--- src/rtl/fifo_wr_arbiter.sv ---
// rtl/fifo_wr_arbiter.sv - round-robin write arbiter sharing one FIFO write port
//
// Purpose:
//   Grants the write port of a single synchronous FIFO to one of NUM_REQ
//   producers at a time, for bursts of up to MAX_BURST words. Arbitration
//   is round-robin starting after the last grantee. The FIFO full flag is
//   used combinationally, so no write is ever issued into a full FIFO.
//
// Ports:
//   clk        in   clock, rising edge
//   rst        in   synchronous active-high reset
//   req        in   per-requester "word available" flags
//   req_data   in   flattened data lanes, lane i = [i*DataWidth +: DataWidth]
//   fifo_full  in   FIFO full flag
//   ack        out  one-hot, high in the cycle a requester's word is written
//   grant      out  registered one-hot grant, zero when idle
//   grant_id   out  registered binary index of the grantee, zero when idle
//   busy       out  registered, high while a grant is held
//   burst_cnt  out  registered count of words written in the current grant
//   fifo_wr    out  FIFO write strobe
//   fifo_data  out  FIFO write data, lane of grant_id

module fifo_wr_arbiter #(
  parameter int NUM_REQ   = 4,
  parameter int DataWidth = 16,
  parameter int MAX_BURST = 16,
  parameter int IdWidth   = 2,
  parameter int CntWidth  = 5
) (
  input  logic                           clk,
  input  logic                           rst,
  input  logic [NUM_REQ-1:0]             req,
  input  logic [NUM_REQ*DataWidth-1:0]   req_data,
  input  logic                           fifo_full,
  output logic [NUM_REQ-1:0]             ack,
  output logic [NUM_REQ-1:0]             grant,
  output logic [IdWidth-1:0]             grant_id,
  output logic                           busy,
  output logic [CntWidth-1:0]            burst_cnt,
  output logic                           fifo_wr,
  output logic [DataWidth-1:0]           fifo_data
);

  typedef enum logic {
    ST_IDLE  = 1'b0,
    ST_GRANT = 1'b1
  } state_e;

  state_e               state_q, state_d;
  logic [NUM_REQ-1:0]   grant_q, grant_d;
  logic [IdWidth-1:0]   grant_id_q, grant_id_d;
  logic [IdWidth-1:0]   last_q, last_d;
  logic                 busy_q, busy_d;
  logic [CntWidth-1:0]  burst_cnt_q, burst_cnt_d;

  // Round-robin search. Candidates above the last grantee take precedence
  // over those at or below it, which is the same as searching upward from
  // last+1 with wrap-around. Scanning downward lets the lowest index win.
  logic                 found_hi;
  logic [IdWidth-1:0]   win_hi;
  logic [IdWidth-1:0]   win_lo;
  logic [IdWidth-1:0]   winner;
  logic                 req_any;

  always_comb begin
    found_hi = 1'b0;
    win_hi   = '0;
    win_lo   = '0;
    for (int j = NUM_REQ - 1; j >= 0; j--) begin
      if (req[j] && (IdWidth'(j) > last_q)) begin
        found_hi = 1'b1;
        win_hi   = IdWidth'(j);
      end
      if (req[j] && (IdWidth'(j) <= last_q)) begin
        win_lo = IdWidth'(j);
      end
    end
    winner  = found_hi ? win_hi : win_lo;
    req_any = |req;
  end

  // Select the grantee's request bit and data lane. Comparing against each
  // index keeps the select in range when NUM_REQ is not a power of two.
  logic                 req_sel;
  logic [DataWidth-1:0] lane_data;

  always_comb begin
    req_sel   = 1'b0;
    lane_data = '0;
    for (int j = 0; j < NUM_REQ; j++) begin
      if (IdWidth'(j) == grant_id_q) begin
        req_sel   = req[j];
        lane_data = req_data[j*DataWidth +: DataWidth];
      end
    end
  end

  // A write happens only while granted, the grantee still has a word and
  // the FIFO has room. Reset suppresses it so an abandoned burst never
  // leaves a stray word behind.
  logic accept;

  always_comb begin
    accept = (state_q == ST_GRANT) & req_sel & ~fifo_full & ~rst;
  end

  // Burst counter compare is done one bit wider so MAX_BURST equal to the
  // counter's full range still compares correctly.
  logic [CntWidth:0] cnt_inc;
  logic              burst_last;

  always_comb begin
    cnt_inc    = {1'b0, burst_cnt_q} + (CntWidth + 1)'(1);
    burst_last = (cnt_inc == (CntWidth + 1)'(MAX_BURST));
  end

  // Next-state logic.
  always_comb begin
    state_d     = state_q;
    grant_d     = grant_q;
    grant_id_d  = grant_id_q;
    last_d      = last_q;
    burst_cnt_d = burst_cnt_q;

    case (state_q)
      ST_IDLE: begin
        if (req_any) begin
          state_d     = ST_GRANT;
          grant_d     = {{(NUM_REQ-1){1'b0}}, 1'b1} << winner;
          grant_id_d  = winner;
          last_d      = winner;
          burst_cnt_d = '0;
        end
      end
      ST_GRANT: begin
        // Release when the grantee drops its request, or when the word just
        // written completes a full burst. A full FIFO with the request held
        // simply waits here with the count frozen.
        if (!req_sel || (accept && burst_last)) begin
          state_d     = ST_IDLE;
          grant_d     = '0;
          grant_id_d  = '0;
          burst_cnt_d = '0;
        end else if (accept) begin
          burst_cnt_d = cnt_inc[CntWidth-1:0];
        end
      end
      default: begin
        state_d     = ST_IDLE;
        grant_d     = '0;
        grant_id_d  = '0;
        burst_cnt_d = '0;
      end
    endcase

    busy_d = (state_d == ST_GRANT);
  end

  always_ff @(posedge clk) begin
    if (rst) begin
      state_q     <= ST_IDLE;
      grant_q     <= '0;
      grant_id_q  <= '0;
      last_q      <= IdWidth'(NUM_REQ - 1);
      busy_q      <= 1'b0;
      burst_cnt_q <= '0;
    end else begin
      state_q     <= state_d;
      grant_q     <= grant_d;
      grant_id_q  <= grant_id_d;
      last_q      <= last_d;
      busy_q      <= busy_d;
      burst_cnt_q <= burst_cnt_d;
    end
  end

  assign grant     = grant_q;
  assign grant_id  = grant_id_q;
  assign busy      = busy_q;
  assign burst_cnt = burst_cnt_q;
  assign fifo_wr   = accept;
  assign ack       = accept ? grant_q : '0;
  assign fifo_data = lane_data;

endmodule

--- config.mk ---
export PLATFORM = sky130hd
export DESIGN_NAME = fifo_wr_arbiter
export DESIGN_NICKNAME = d
export VERILOG_FILES = /design/src/rtl/fifo_wr_arbiter.sv
export SDC_FILE = /design/constraint.sdc
export NUM_CORES = 1
export LEC_CHECK = 0
export ABC_CLOCK_PERIOD_IN_PS = 2800
export CORE_ASPECT_RATIO = 1.25
export CORE_MARGIN = 5
export CORE_UTILIZATION = 36
export CTS_BUF_LIST = sky130_fd_sc_hd__clkbuf_8
export DETAILED_ROUTE_END_ITERATION = 10
export GPL_TIMING_DRIVEN = 0
export PLACE_DENSITY = 0.95
export SLEW_MARGIN = 15
export SYNTH_ARGS = -nofsm -noshare
export SYNTH_HDL_FRONTEND = slang
export SYNTH_SLANG_ARGS = --single-unit
--- constraint.sdc ---
create_clock -name clk -period 2.8 [get_ports clk]
set_input_delay 0.28 -clock clk [delete_from_list [all_inputs] [get_ports clk]]
set_output_delay 0.28 -clock clk [all_outputs]
set_load 0.05 [all_outputs]
# == Word level (Yosys, flattened, before mapping) ==
# Index checks and enable logic that the tools add are counted.
# totals
latchBits,0
mem_count,0
register_bits,14
out_inout_bits,33
in_bits,71
elab_cells,79
rom_bits,0
mem_bits_rw,0
# classes
bitwise,6
n_reduce_logical,16
div,0
add_sub_neg,1
n_eq_ne,7
n_shift,1
magnitude_cmp,8
mul,0
muxes,35
# ops
op,n
$mux 16,4
$mux 2,11
$mux 5,3
$mux 4,3
$mux 1,10
$pmux 5 s2,1
$logic_and 1x1->1,9
$pmux 4 s2,1
$add 5x1->6 const B,1
$eq 6x5->1 const B,1
$reduce_and 2->1,3
$eq 2x2->1 const A,2
$gt 1x2->1 const A,2
$gt 2x2->1 const A,2
$le 1x2->1 const A,2
$le 2x2->1 const A,2
$pmux 2 s2,1
$reduce_or 4->1,1
$shl 1x2->4 const A,1
$and 1x1->1,3
$ne 3x1->1 const B,1
$not 1->1,3
$eq 1x2->1 const A,1
$logic_not 2->1,1
other kinds (5),5

# == Depth between registers and ports, before layout ==
# logic_depth
depth_word,12
depth_mapped,6
mapped_depth_nobuf,6

# == Worst setup path after synthesis ==
# OpenSTA, ideal clock, no wires.
# synth_timing
kind,register to register
from,"register grant_id_q[1], in the netlist grant_id[1]"
to,"register burst_cnt_q[2], in the netlist burst_cnt[2]"
period_less_slack_ns,2.689
path_buffers,1
t_required_ns,2.723
path_stages_with_launch,7
path_slack_ns,0.111
arrival_ns,2.612
setup_time_ns,0.077
cell_sequence,dfxtp_1 > buf_2 > nand2_1 > o22a_1 > nor3_1 > nand3_1 > o21ai_0
# synth_via
elab_chain_len,12
word_cells_on_any_way,18
cone_classes,eq/ne (4); mux (6); bitwise (3); reduce/logical (5)
# synth_rtl
element,line,source
from (decl),51,"logic [IdWidth-1:0] grant_id_q, grant_id_d;"
from (signal assigned),170,grant_id_q <= grant_id_d;
$logic_not 2->1,91,if (IdWidth'(j) == grant_id_q) begin
$mux 1 (3 in series),91,
$mux 1 *,91,
$and 1x1->1 * (3 in series),104,accept = (state_q == ST_GRANT) & req_sel & ~fifo_full & ~rst;
via fifo_wr,40,"output logic fifo_wr,"
$logic_and 1x1->1,139,if (!req_sel || (accept && burst_last)) begin
$logic_or 1x1->1,139,
$mux 5 / $ne 3x1->1 (equally long branches),-,
$pmux 5 s2 / $reduce_and 2->1 (equally long branches),-,
to (signal assigned),173,burst_cnt_q <= burst_cnt_d;
to (decl),54,"logic [CntWidth-1:0] burst_cnt_q, burst_cnt_d;"
# Mark *: on every way through the listed nets, which the timed path passes. The rest lies on a longest branch.
# A chain may end at the register's enable or synchronous reset.

# == Worst setup path in the final report ==
# layout_timing
from,input req[3]
to,output ack[0]
# layout_via
elab_chain_len,5
# layout_rtl
element,line,source
from (decl),32,"input logic [NUM_REQ-1:0] req,"
$mux 1,91,
$and 1x1->1 (3 in series),104,
$mux 4,182,assign ack = accept ? grant_q : '0;
to (decl),35,"output logic [NUM_REQ-1:0] ack,"
# No other way between the ends.

==> key figures <==
STA
  • Clk_skew: 1.47 ps
  • Max-slew violations: 0
  • Number of hold violations in the final report: 0
  • Final setup vio count: 0
  • Final worst path period need: 2680 ps
  • Worst slew pin tran: 570 ps
  • Rel. slew slack: 61.6%
  • Max Freq: 373 MHz
  • Tcrit/Tclk final: 95.6%
  • RSZ-0062 raised after global routing: no

Clocking
  • CTS Buffer Depth: 2
  • CTS tree: yes
  • H-tree level count: 1
  • Clock sinks: 14
  • Total CTS buffers: 3
  • Hold buffer count at cts: 0
  • Post-CTS Setup Bufs: 0
  • Worst-path clk slew: 60 ps
  • # resized after CTS: 1
  • Worst skew pair latency: 250 ps
  • CTS Root Cell: clkbuf_8

Synth
  • Largest cells by area after synthesis: dfxtp_1, mux4_2, mux4_1
  • Synth cell types: 41
  • Post-synth EDFFs: 0
  • Most common cell in the synthesized netlist: dfxtp_1
  • Syn Area/Cell: 10.1 µm²
  • Synth warnings: 0
  • Synthesis-stage register bit count: 14
  • Synth Cell Area: 1250 µm²
  • Synth area leader: dfxtp_1
  • Yosys top cell area share: 22.4%
  • Asr flop ratio synth: 0%
  • Seq/Total Area, Yosys: 22.4%
  • Synth Instances: 124
  • Most common library cells after synthesis: dfxtp_1, mux4_2, nand2b_1, inv_1, nand2_1
  • Synth Net Count: 197
  • Main synth FF type: dfxtp_1

Global routing
  • Vias in the first global route: 1496
  • Total grt overflow: 0
  • Tot GR Track Use: 20.1%
  • Largest net degree at the start of global routing: 11
  • First-pass GRT wire length: 7440 µm
  • Initial antenna violation count: 0

Route
  • Drt first pass iters: 4
  • DRC Markers: 0
  • Post-route ant nets: 0
  • WL/cell: 17.6 µm
  • 1st-iter DRT viols: 63
  • Total number of vias: 1479
  • Final wirelength: 4760 µm
  • Post-detailed-route via-to-cell ratio: 5.48

Critical path
  • Critical Path RT: 2520 ps
  • Number of buffer and inverter instances along the worst setup path: 2
  • WP depth: 5
  • Most frequent CP cell: clkdlybuf4s50_1
  • Setup crit start kind: input port
  • R2r startpoint: burst_cnt[0]
  • CP Launch Point: req[3]
  • Crit-path max FO: 8
  • CP Capture Type: primary output
  • Critical-path cell list: clkdlybuf4s50_1 > mux2i_1 > o22ai_2 > and3_1 > clkdlybuf4s50_1
  • Top delay family on crit path: buffers and inverters
  • R2r endpoint: grant[1]
  • CP Class: in -> out
  • R2R Setup Slk: 920 ps
  • Crit path max-delay cell type: clkdlybuf4s50_1
  • R2R depth: 6
  • Critical Path Sink: ack[0]
  • CP Data Arrival Time: 2400 ps
  • CP max stage delay: 810 ps

Power and ir drop
  • Static Leak: 0.842 nW
  • Power Internal: 0.576 mW
  • Power density over the cells: 391 nW/µm²
  • Clk pwr share: 21.5%
  • Sequential Power Share: 24.7%
  • Sw Pwr: 0.359 mW
  • Pwr Total: 0.935 mW
  • Peak supply drop: 0.244 mV
  • Gate power share: 53.8%
  • Sw Share: 38.4%

Place
  • DPL Wire Length: 4040 µm
  • Placed Area: 2330 µm²
  • Port Buffer Count: 103
  • GP Congestion: 0.837

Die
  • Die Width: 62.7 µm
  • Core area: 3420 µm²
  • Die Span Y: 75.8 µm
  • Rows: 24
  • Die ar.: 4750 µm²
  • Initial Util: 36.5%
  • IO Pins: 104

Layout
  • Net count, final: 305
  • Layout overhead on the synthesized area: 91.5%
  • Design area: 2390 µm²
  • Layout cells sized above 1: 9.96%
  • Antenna diode count: 0

Run
  • Maxcap violations: 0

Min path
  • Min-Delay Path Class: reg -> reg

Status
  • Status: finished, final reports clean
## how the worst min path moves through the flow
stage	startpoint	end	slack (ps)	cells past startpoint
after global placement	grant[3]	grant[3]	480	2
after floorplan	fifo_full	burst_cnt[4]	460	2
after global routing	last_q[0]	last_q[0]	540	1
after CTS	grant[2]	grant[2]	500	2
final	grant[2]	grant[2]	500	2
after detailed placement	grant[2]	grant[2]	490	2
## placed cells by master, fill, tap and decap left out, types with 2 or more instances in the layout
cell type	netlist	routed
and3_1	4	4
or4_1	2	2
a21oi_1	3	3
o22ai_1	3	2
clkbuf_8	0	4
o21ai_0	3	3
nand2_1	8	8
a211oi_1	3	3
mux4_1	6	6
nand3_1	5	5
nor2_1	4	4
nor4_1	2	2
ha_1	2	2
mux2i_1	2	2
o31ai_1	2	2
mux4_2	10	10
clkdlybuf4s50_1	0	103
clkbuf_1	2	2
nor2b_1	3	3
dfxtp_1	14	14
o32ai_1	5	5
buf_2	2	2
inv_1	9	9
nand2b_1	10	10
nand3b_1	2	2
## routing by layer
| metal | wire [µm] | share of wire [%] | global-route usage [%] |
|---|---|---|---|
| met1 | 1680 | 35 | 20.7 |
| met2 | 2750 | 58 | 41.2 |
| met3 | 208 | 4.4 | 2.95 |
| met4 | 121 | 2.5 | 7.08 |
| met5 | 0 | 0 | 0 |
## flip-flops by register name, indices dropped and copies added (netlist names)
name,flops
grant,4
burst_cnt,5
busy,1
last_q,2
grant_id,2
## area by class of cell
| type | count | area, µm² |
|---|---|---|
| Buffer | 6 | 33.8 |
| Multi-Input combinational cell | 95 | 908 |
| Timing Repair Buffer | 103 | 1030 |
| Sequential cell | 14 | 280 |
| Clock buffer | 4 | 55.1 |
| Tap cell | 39 | 48.8 |
| Inverter | 9 | 33.8 |
| Fill cell | 281 | 1030 |
## tightest hold or removal path: stages (launching register included)
cell and delay [ps]:
dfxtp_1 320, inv_1 60, o32ai_1 80
## power by group through the flow
| stage | clock network [mW] | registers (mW) | logic, mW |
|---|---|---|---|
| 2_1_floorplan | 0 | 0.271 | 0.257 |
| 3_3_place_gp | 0 | 0.234 | 0.495 |
| 3_5_place_dp | 0 | 0.235 | 0.503 |
| 4_1_cts | 0.203 | 0.231 | 0.506 |
| 5_1_grt | 0.213 | 0.234 | 0.528 |
| 6_report | 0.201 | 0.231 | 0.503 |
## cells by family after synthesis
| logic type | count (synthesis) | share of synthesized area (%) |
|---|---|---|
| buffers and inverters | 15 | 5.31 |
| muxes | 19 | 33.2 |
| DFF | 14 | 22.4 |
| AOI/OAI and AO/OA | 29 | 17.0 |
| and+or+nand+nor | 45 | 20.0 |
| adders and majority gates | 2 | 2.00 |
## stage by stage
| stage | setup slack [ps] | hold WS [ps] | cells | utilization, % | TNS (ps) |
|---|---|---|---|---|---|
| floorplan | 111 | 462 | 124 | - | 0 |
| global placement | -3.45 | 481 | 266 | 68.0 | -3.45 |
| detailed placement | -30.0 | 488 | 266 | 68.0 | -62.1 |
| CTS | 60.1 | 504 | 270 | 69.8 | 0 |
| global route | 30.3 | 537 | 270 | 69.8 | 0 |
| finish | 122 | 504 | 270 | 69.8 | 0 |
(Power assumes the default switching activity.)
